$ cat config.mk
export PLATFORM = sky130hd
export DESIGN_NAME = instruction_fetch
export DESIGN_NICKNAME = d
export VERILOG_FILES = /design/src/rtl/instruction_fetch.sv
export SDC_FILE = /design/constraint.sdc
export NUM_CORES = 1
export LEC_CHECK = 0
export CAP_MARGIN = 10
export CORE_UTILIZATION = 30
export CTS_CLUSTER_DIAMETER = 50
export DETAILED_ROUTE_END_ITERATION = 7
export PLACE_DENSITY = 0.54
export SYNTH_ARGS = -nofsm -noshare
export SYNTH_HDL_FRONTEND = slang
export SYNTH_SLANG_ARGS = --single-unit
$ cat constraint.sdc
create_clock -name clock -period 8.6 [get_ports clock]
set_clock_uncertainty 0.05 [all_clocks]
set_input_delay 1.29 -clock clock [delete_from_list [all_inputs] [get_ports clock]]
set_output_delay 1.29 -clock clock [all_outputs]
set_load 0.01 [all_outputs]
$ cat src/rtl/instruction_fetch.sv
// rtl/instruction_fetch.sv - Fetch stage: PC, single-outstanding instruction reads, prefetch FIFO to decode
`ifndef InstructionWidth
`define InstructionWidth 32
`endif

module instruction_fetch #(
    parameter int                    ADDR_WIDTH = 32,
    parameter logic [ADDR_WIDTH-1:0] RESET_PC   = '0,
    parameter int                    FIFO_DEPTH = 2
) (
    input  logic                         clock,
    input  logic                         reset,
    output logic                         mem_req,
    output logic [ADDR_WIDTH-1:0]        mem_addr,
    input  logic                         mem_ready,
    input  logic                         mem_rvalid,
    input  logic [`InstructionWidth-1:0] mem_rdata,
    input  logic                         in_Branch,
    input  logic [ADDR_WIDTH-1:0]        in_Branch_target,
    output logic [`InstructionWidth-1:0] out_Instruction,
    output logic [ADDR_WIDTH-1:0]        out_Pc,
    output logic                         out_Valid,
    input  logic                         in_Ready
);
    localparam int PTR_W = (FIFO_DEPTH > 1) ? $clog2(FIFO_DEPTH) : 1;
    localparam int CNT_W = $clog2(FIFO_DEPTH + 1);
    localparam logic [CNT_W-1:0] DEPTH_C  = CNT_W'(FIFO_DEPTH);
    localparam logic [PTR_W-1:0] LAST_PTR = PTR_W'(FIFO_DEPTH - 1);

    typedef enum logic [1:0] {
        S_FETCH = 2'd0,
        S_WAIT  = 2'd1,
        S_DROP  = 2'd2
    } state_t;

    state_t                       r_state;
    logic [ADDR_WIDTH-1:0]        r_pc;
    logic [ADDR_WIDTH-1:0]        r_req_pc;
    logic [`InstructionWidth-1:0] r_instr [FIFO_DEPTH];
    logic [ADDR_WIDTH-1:0]        r_pcbuf [FIFO_DEPTH];
    logic [PTR_W-1:0]             r_rd_ptr;
    logic [PTR_W-1:0]             r_wr_ptr;
    logic [CNT_W-1:0]             r_count;

    state_t                       w_next_state;
    logic [ADDR_WIDTH-1:0]        w_next_pc;
    logic [ADDR_WIDTH-1:0]        w_branch_pc;
    logic                         w_accept;
    logic                         w_push;
    logic                         w_pop;

    function automatic logic [PTR_W-1:0] ptr_inc(input logic [PTR_W-1:0] p);
        return (p == LAST_PTR) ? '0 : p + PTR_W'(1);
    endfunction

    assign w_branch_pc = {in_Branch_target[ADDR_WIDTH-1:2], 2'b00};
    assign mem_addr    = r_pc;
    assign out_Valid   = (r_count != '0);
    assign w_pop       = out_Valid && in_Ready && !in_Branch;

    // Empty FIFO presents zeros rather than stale storage.
    assign out_Instruction = out_Valid ? r_instr[r_rd_ptr] : '0;
    assign out_Pc          = out_Valid ? r_pcbuf[r_rd_ptr] : '0;

    always_comb begin
        w_next_state = r_state;
        w_next_pc    = r_pc;
        w_push       = 1'b0;
        w_accept     = 1'b0;
        mem_req      = 1'b0;
        case (r_state)
            S_FETCH: begin
                mem_req  = !reset && (r_count < DEPTH_C);
                w_accept = mem_req && mem_ready;
                if (w_accept) begin
                    w_next_state = in_Branch ? S_DROP : S_WAIT;
                    w_next_pc    = r_pc + ADDR_WIDTH'(4);
                end
            end
            S_WAIT: begin
                if (mem_rvalid) begin
                    w_next_state = S_FETCH;
                    w_push       = !in_Branch;
                end else if (in_Branch) begin
                    w_next_state = S_DROP;
                end
            end
            S_DROP: begin
                if (mem_rvalid) begin
                    w_next_state = S_FETCH;
                end
            end
            default: w_next_state = S_FETCH;
        endcase
        // A redirect always owns the PC, whatever the state did above.
        if (in_Branch) begin
            w_next_pc = w_branch_pc;
        end
    end

    always_ff @(posedge clock or posedge reset) begin
        if (reset) begin
            r_state  <= S_FETCH;
            r_pc     <= RESET_PC;
            r_req_pc <= '0;
            r_rd_ptr <= '0;
            r_wr_ptr <= '0;
            r_count  <= '0;
        end else begin
            r_state <= w_next_state;
            r_pc    <= w_next_pc;
            if (w_accept) begin
                r_req_pc <= r_pc;
            end
            if (in_Branch) begin
                r_rd_ptr <= '0;
                r_wr_ptr <= '0;
                r_count  <= '0;
            end else begin
                if (w_push) begin
                    r_wr_ptr <= ptr_inc(r_wr_ptr);
                end
                if (w_pop) begin
                    r_rd_ptr <= ptr_inc(r_rd_ptr);
                end
                case ({w_push, w_pop})
                    2'b10:   r_count <= r_count + CNT_W'(1);
                    2'b01:   r_count <= r_count - CNT_W'(1);
                    default: r_count <= r_count;
                endcase
            end
        end
    end

    always_ff @(posedge clock) begin
        if (w_push) begin
            r_instr[r_wr_ptr] <= mem_rdata;
            r_pcbuf[r_wr_ptr] <= r_req_pc;
        end
    end

endmodule

==> results by stage <==
Run status:
- The flow ran to the end, and the final reports show no timing, DRC or antenna violations.

Drt:
- The remaining antenna violation count is 0.
- The highest metal layer with signal wires is met4.
- The routed wire length is about 17 mm.
- After detailed routing, the met3 layer carries 711 µm of wire.
- The per-cell routed wire length is 16.0 µm.
- The routed layout has around 4900 vias.
- For this block, wires on met1 add up to 8.34 mm.
- Using the TritonRoute via totals, the vias-per-cell ratio works out to 4.53.
- The count of TritonRoute iterations in the first routing pass is 4.
- The detailed router finished its first iteration with about 210 violations.
- The length of routed met2 wiring is 7.90 mm.
- The DRC violation count after routing is 0.

Critical path:
- The worst endpoint required time is between 7000 and 8000 ps.
- The endpoint arrival time on the critical path is between 3000 and 4000 ps.
- STA classifies the critical path startpoint as a primary input.
- The number of cells on the worst reg-to-reg path is 5.
- The category of the critical setup timing path is primary input to output pin.
- The setup check on the worst reg-to-reg path leaves a slack of between 5000 and 6000 ps.
- The worst setup path is captured at an output pin.
- The endpoint identified for the worst register-to-register timing path is mem_addr[28]$_DFFE_PP0P_.
- The maximum fanout encountered on the critical timing path is 5.
- In this run the critical register-to-register path is launched from r_state[1]$_DFFE_PP0P_.

Power and ir drop:
- Per report_power, the combinational group accounts for 8.7% of the total.
- The net switching power is approximately 0.00051 W.
- The switching share of power is 24.5%.
- The leakage power summed over all cells is between 3 and 4 nW.
- Dividing total power by cell area gives a power density of 202 nW/µm².
- The sequential fraction of design power is 53.0%.
- The cell-internal power is about 0.0016 W.
- The share of power burned in the clock network is 38.3%.
- The worst-case IR drop observed on VDD is 0.119 mV.

Synthesis:
- The synthesized design contains 124 enable-type register cells.
- The mapped netlist covers 7780 µm².
- Counting every instance in the synthesized netlist gives 571.
- The share of the Yosys chip area taken by registers is 69.1%.
- Yosys printed 0 warnings.
- The mean cell area of the mapped netlist is 13.6 µm².
- The number of synthesized register bits is 190.
- In the synthesized netlist the async set-or-reset flop fraction comes to 34.7%.
- The prevailing post-synth register cell is sky130_fd_sc_hd__edfxtp_1.
- In this run, distinct cell masters in the synthesized netlist total 43.

Layout:
- Leaving out fill and tap cells, the most frequent cell in the layout is sky130_fd_sc_hd__clkdlybuf4s50_1.
- The number of antenna diodes in the final layout is 0.
- The area growth from synthesis to final layout is 33.4%.
- In the layout the commonest cells are sky130_fd_sc_hd__clkdlybuf4s50_1 (160), sky130_fd_sc_hd__edfxtp_1 (124), sky130_fd_sc_hd__nor2_1 (77), sky130_fd_sc_hd__dfrtp_1 (65), sky130_fd_sc_hd__mux2i_1 (64).
- After the last flow step, the layout net total stands at 801.
- In the final layout, the share of cells above drive strength 1 is 9.96%.
- Cells fill 41.0% of the core in the end.
- Summing all non-filler instances in the final layout gives an area of 10400 µm².

CTS:
- The CTS buffer count is 17.
- In this run, post-CTS hold repair placed 0 buffers.
- The CTS tree is built.
- The number of gates resized after CTS was 0.
- The clock latency reported for the late side of the worst-skew pair is 430 ps.
- The depth of the CTS H-tree is 4.
- In this run the post-CTS setup repair buffer count came out at 0.
- The root buffer cell is sky130_fd_sc_hd__clkbuf_16.
- The clock transition at the registers of the reported paths is 80 ps.
- Clock tree synthesis found a total of between 150 and 200 sinks.
- The clock passes through at most 2 buffers.

Floorplan:
- During I/O placement, the number of pins put on the boundary was 168.
- The die extent in y is 163 µm.
- Once the floorplan was initialized, standard cells occupied 30.7% of the core.
- The placement row count is 58.
- The die area is 26600 µm².
- The die width is 163 µm.
- The area of the core region is 25300 µm².

Place:
- The count of buffers inserted at the top-level ports is 161.
- Detailed placement ended at an HPWL of approximately 11 mm.
- Before CTS, the worst setup slack after placement is 4220 ps.
- At the end of routability-driven placement, the weighted congestion stood at 0.770.
- The placed instances occupy a cell area of 9760 µm².

Global route:
- The initial antenna violation count is 0.
- For this run, the total global-route usage over all layers was measured as 13.5%.
- The via count of the first global-routing pass was 5046.
- Entering global routing, the biggest net connects 64 pins.
- The global-route congestion overflow total is 0.
- The first-pass GRT wire length is 27.5 mm.

STA:
- For the pin with the worst max-slew slack, the measured transition is about 1100 ps.
- Derived from the worst setup path, the maximum achievable clock frequency is 226 MHz.
- Setup violations remaining at the end of the flow were counted as 0.
- Of the available clock period, the critical path in the final layout requires between 50% and 60%.
- After routing, the total negative slack on setup checks comes to 0 ps.
- The clock period minus worst slack is 4420 ps.
- The final count of hold timing violations is 0.
- Setup repair after global routing left no endpoint under its margin.
- The max-slew violation count is 0.
- The worst slew margin relative to its limit is 24.2%.
- The least setup slack across all paths after layout is ~4200 ps.

Hold path:
- The count of cells along the worst hold path is 0.
- The path with the worst hold slack has its endpoint at r_pcbuf[0][2]$_DFFE_PP_.
- The startpoint identified for the worst hold timing path is r_req_pc[2]$_DFFE_PP0P_.
- The tightest min-delay check is of the flip-flop to flip-flop type.

Flow run:
- Max-cap violations in this run came to 0.
## sequential cells by signal, indices dropped and copies added, names as in the netlist
signal / count
r_rd_ptr: 1
r_instr: 64
r_wr_ptr: 1
r_count: 2
r_state: 2
r_req_pc: 30
mem_addr: 30
r_pcbuf: 60
## how the worst max path moves through the flow
stage | start | to | slack (ps) | cells past startpoint
after floorplan | in_Branch | r_instr[0][0]$_DFFE_PP_ | 500 | 2
after global placement | reset | mem_req | 4220 | 3
after detailed placement | reset | mem_req | 4220 | 3
after CTS | reset | mem_req | 4200 | 3
after global routing | reset | mem_req | 4120 | 3
final | reset | mem_req | 4180 | 3
## logic make-up after synthesis
logic type | count (synthesis) | share of synthesized area, %
multiplexers | 88 | 11.7
AND/OR/NAND/NOR | 181 | 10.8
AO/OA/AOI/OAI | 42 | 2.93
adder cells (fa/ha/maj) | 1 | 0.161
buffers and inverters | 40 | 2.12
other | 1 | 0.0482
XOR/XNOR | 28 | 3.15
flip-flops | 190 | 69.1
## power groups by stage
stage               combinational, W  sequential [W]  clock [W]
CTS                         0.000186         0.00111   0.000828
global route                0.000201         0.00112   0.000861
finish                      0.000182         0.00111   0.000802
detailed placement          0.000184         0.00113          0
floorplan                  0.0000928         0.00111          0
global placement            0.000181         0.00112          0
## layout make-up
cell class	instances	area, µm²
clock buffers	17	425
multi-input cells	344	2280
flip-flops and latches	190	5380
inverters	9	33.8
fillers	2353	15000
well taps	330	413
repair buffers	168	1660
clock inverters	15	188
## per-layer routing
layer  up-vias  global-route usage [%]
li1       2365                       -
met1      2367                    18.3
met2       118                    21.4
met3        13                    2.97
met4         0                    4.21
met5         -                       0
## synthesized netlist by cell type (3+ instances only)
| library cell | n | area share (%) |
|---|---|---|
| sky130_fd_sc_hd__mux2_2 | 23 | 3.3 |
| sky130_fd_sc_hd__and4_1 | 3 | 0.34 |
| sky130_fd_sc_hd__or3_1 | 3 | 0.24 |
| sky130_fd_sc_hd__nor4_1 | 6 | 0.48 |
| sky130_fd_sc_hd__xnor2_1 | 20 | 2.3 |
| sky130_fd_sc_hd__nand3_1 | 9 | 0.58 |
| sky130_fd_sc_hd__nor2_1 | 78 | 3.8 |
| sky130_fd_sc_hd__nand4_1 | 9 | 0.72 |
| sky130_fd_sc_hd__dfrtp_1 | 66 | 21 |
| sky130_fd_sc_hd__and2_1 | 3 | 0.24 |
| sky130_fd_sc_hd__buf_4 | 4 | 0.39 |
| sky130_fd_sc_hd__edfxtp_1 | 124 | 48 |
| sky130_fd_sc_hd__xor2_1 | 8 | 0.90 |
| sky130_fd_sc_hd__nor3_1 | 5 | 0.32 |
| sky130_fd_sc_hd__nand2_1 | 48 | 2.3 |
| sky130_fd_sc_hd__o21ai_0 | 14 | 0.90 |
| sky130_fd_sc_hd__nor2b_1 | 3 | 0.24 |
| sky130_fd_sc_hd__o21ai_1 | 20 | 1.3 |
| sky130_fd_sc_hd__clkbuf_1 | 24 | 1.2 |
| sky130_fd_sc_hd__mux2i_1 | 64 | 8.2 |
| sky130_fd_sc_hd__buf_1 | 3 | 0.14 |
| sky130_fd_sc_hd__inv_1 | 8 | 0.39 |
## stage by stage
stage	cells	hold WS (ps)	total power (W)
after floorplan	574	387	0.00121
after global placement	1041	399	0.00131
after detailed placement	1041	404	0.00131
after CTS	1073	422	0.00212
after global routing	1073	434	0.00218
final	1073	419	0.00209
## worst max-delay path, stage by stage
cell and delay [ps]:
sky130_fd_sc_hd__clkdlybuf4s50_1 490, sky130_fd_sc_hd__nor4_2 630, sky130_fd_sc_hd__clkdlybuf4s50_1 670
No activity file was read; power rests on OpenSTA's default activity.
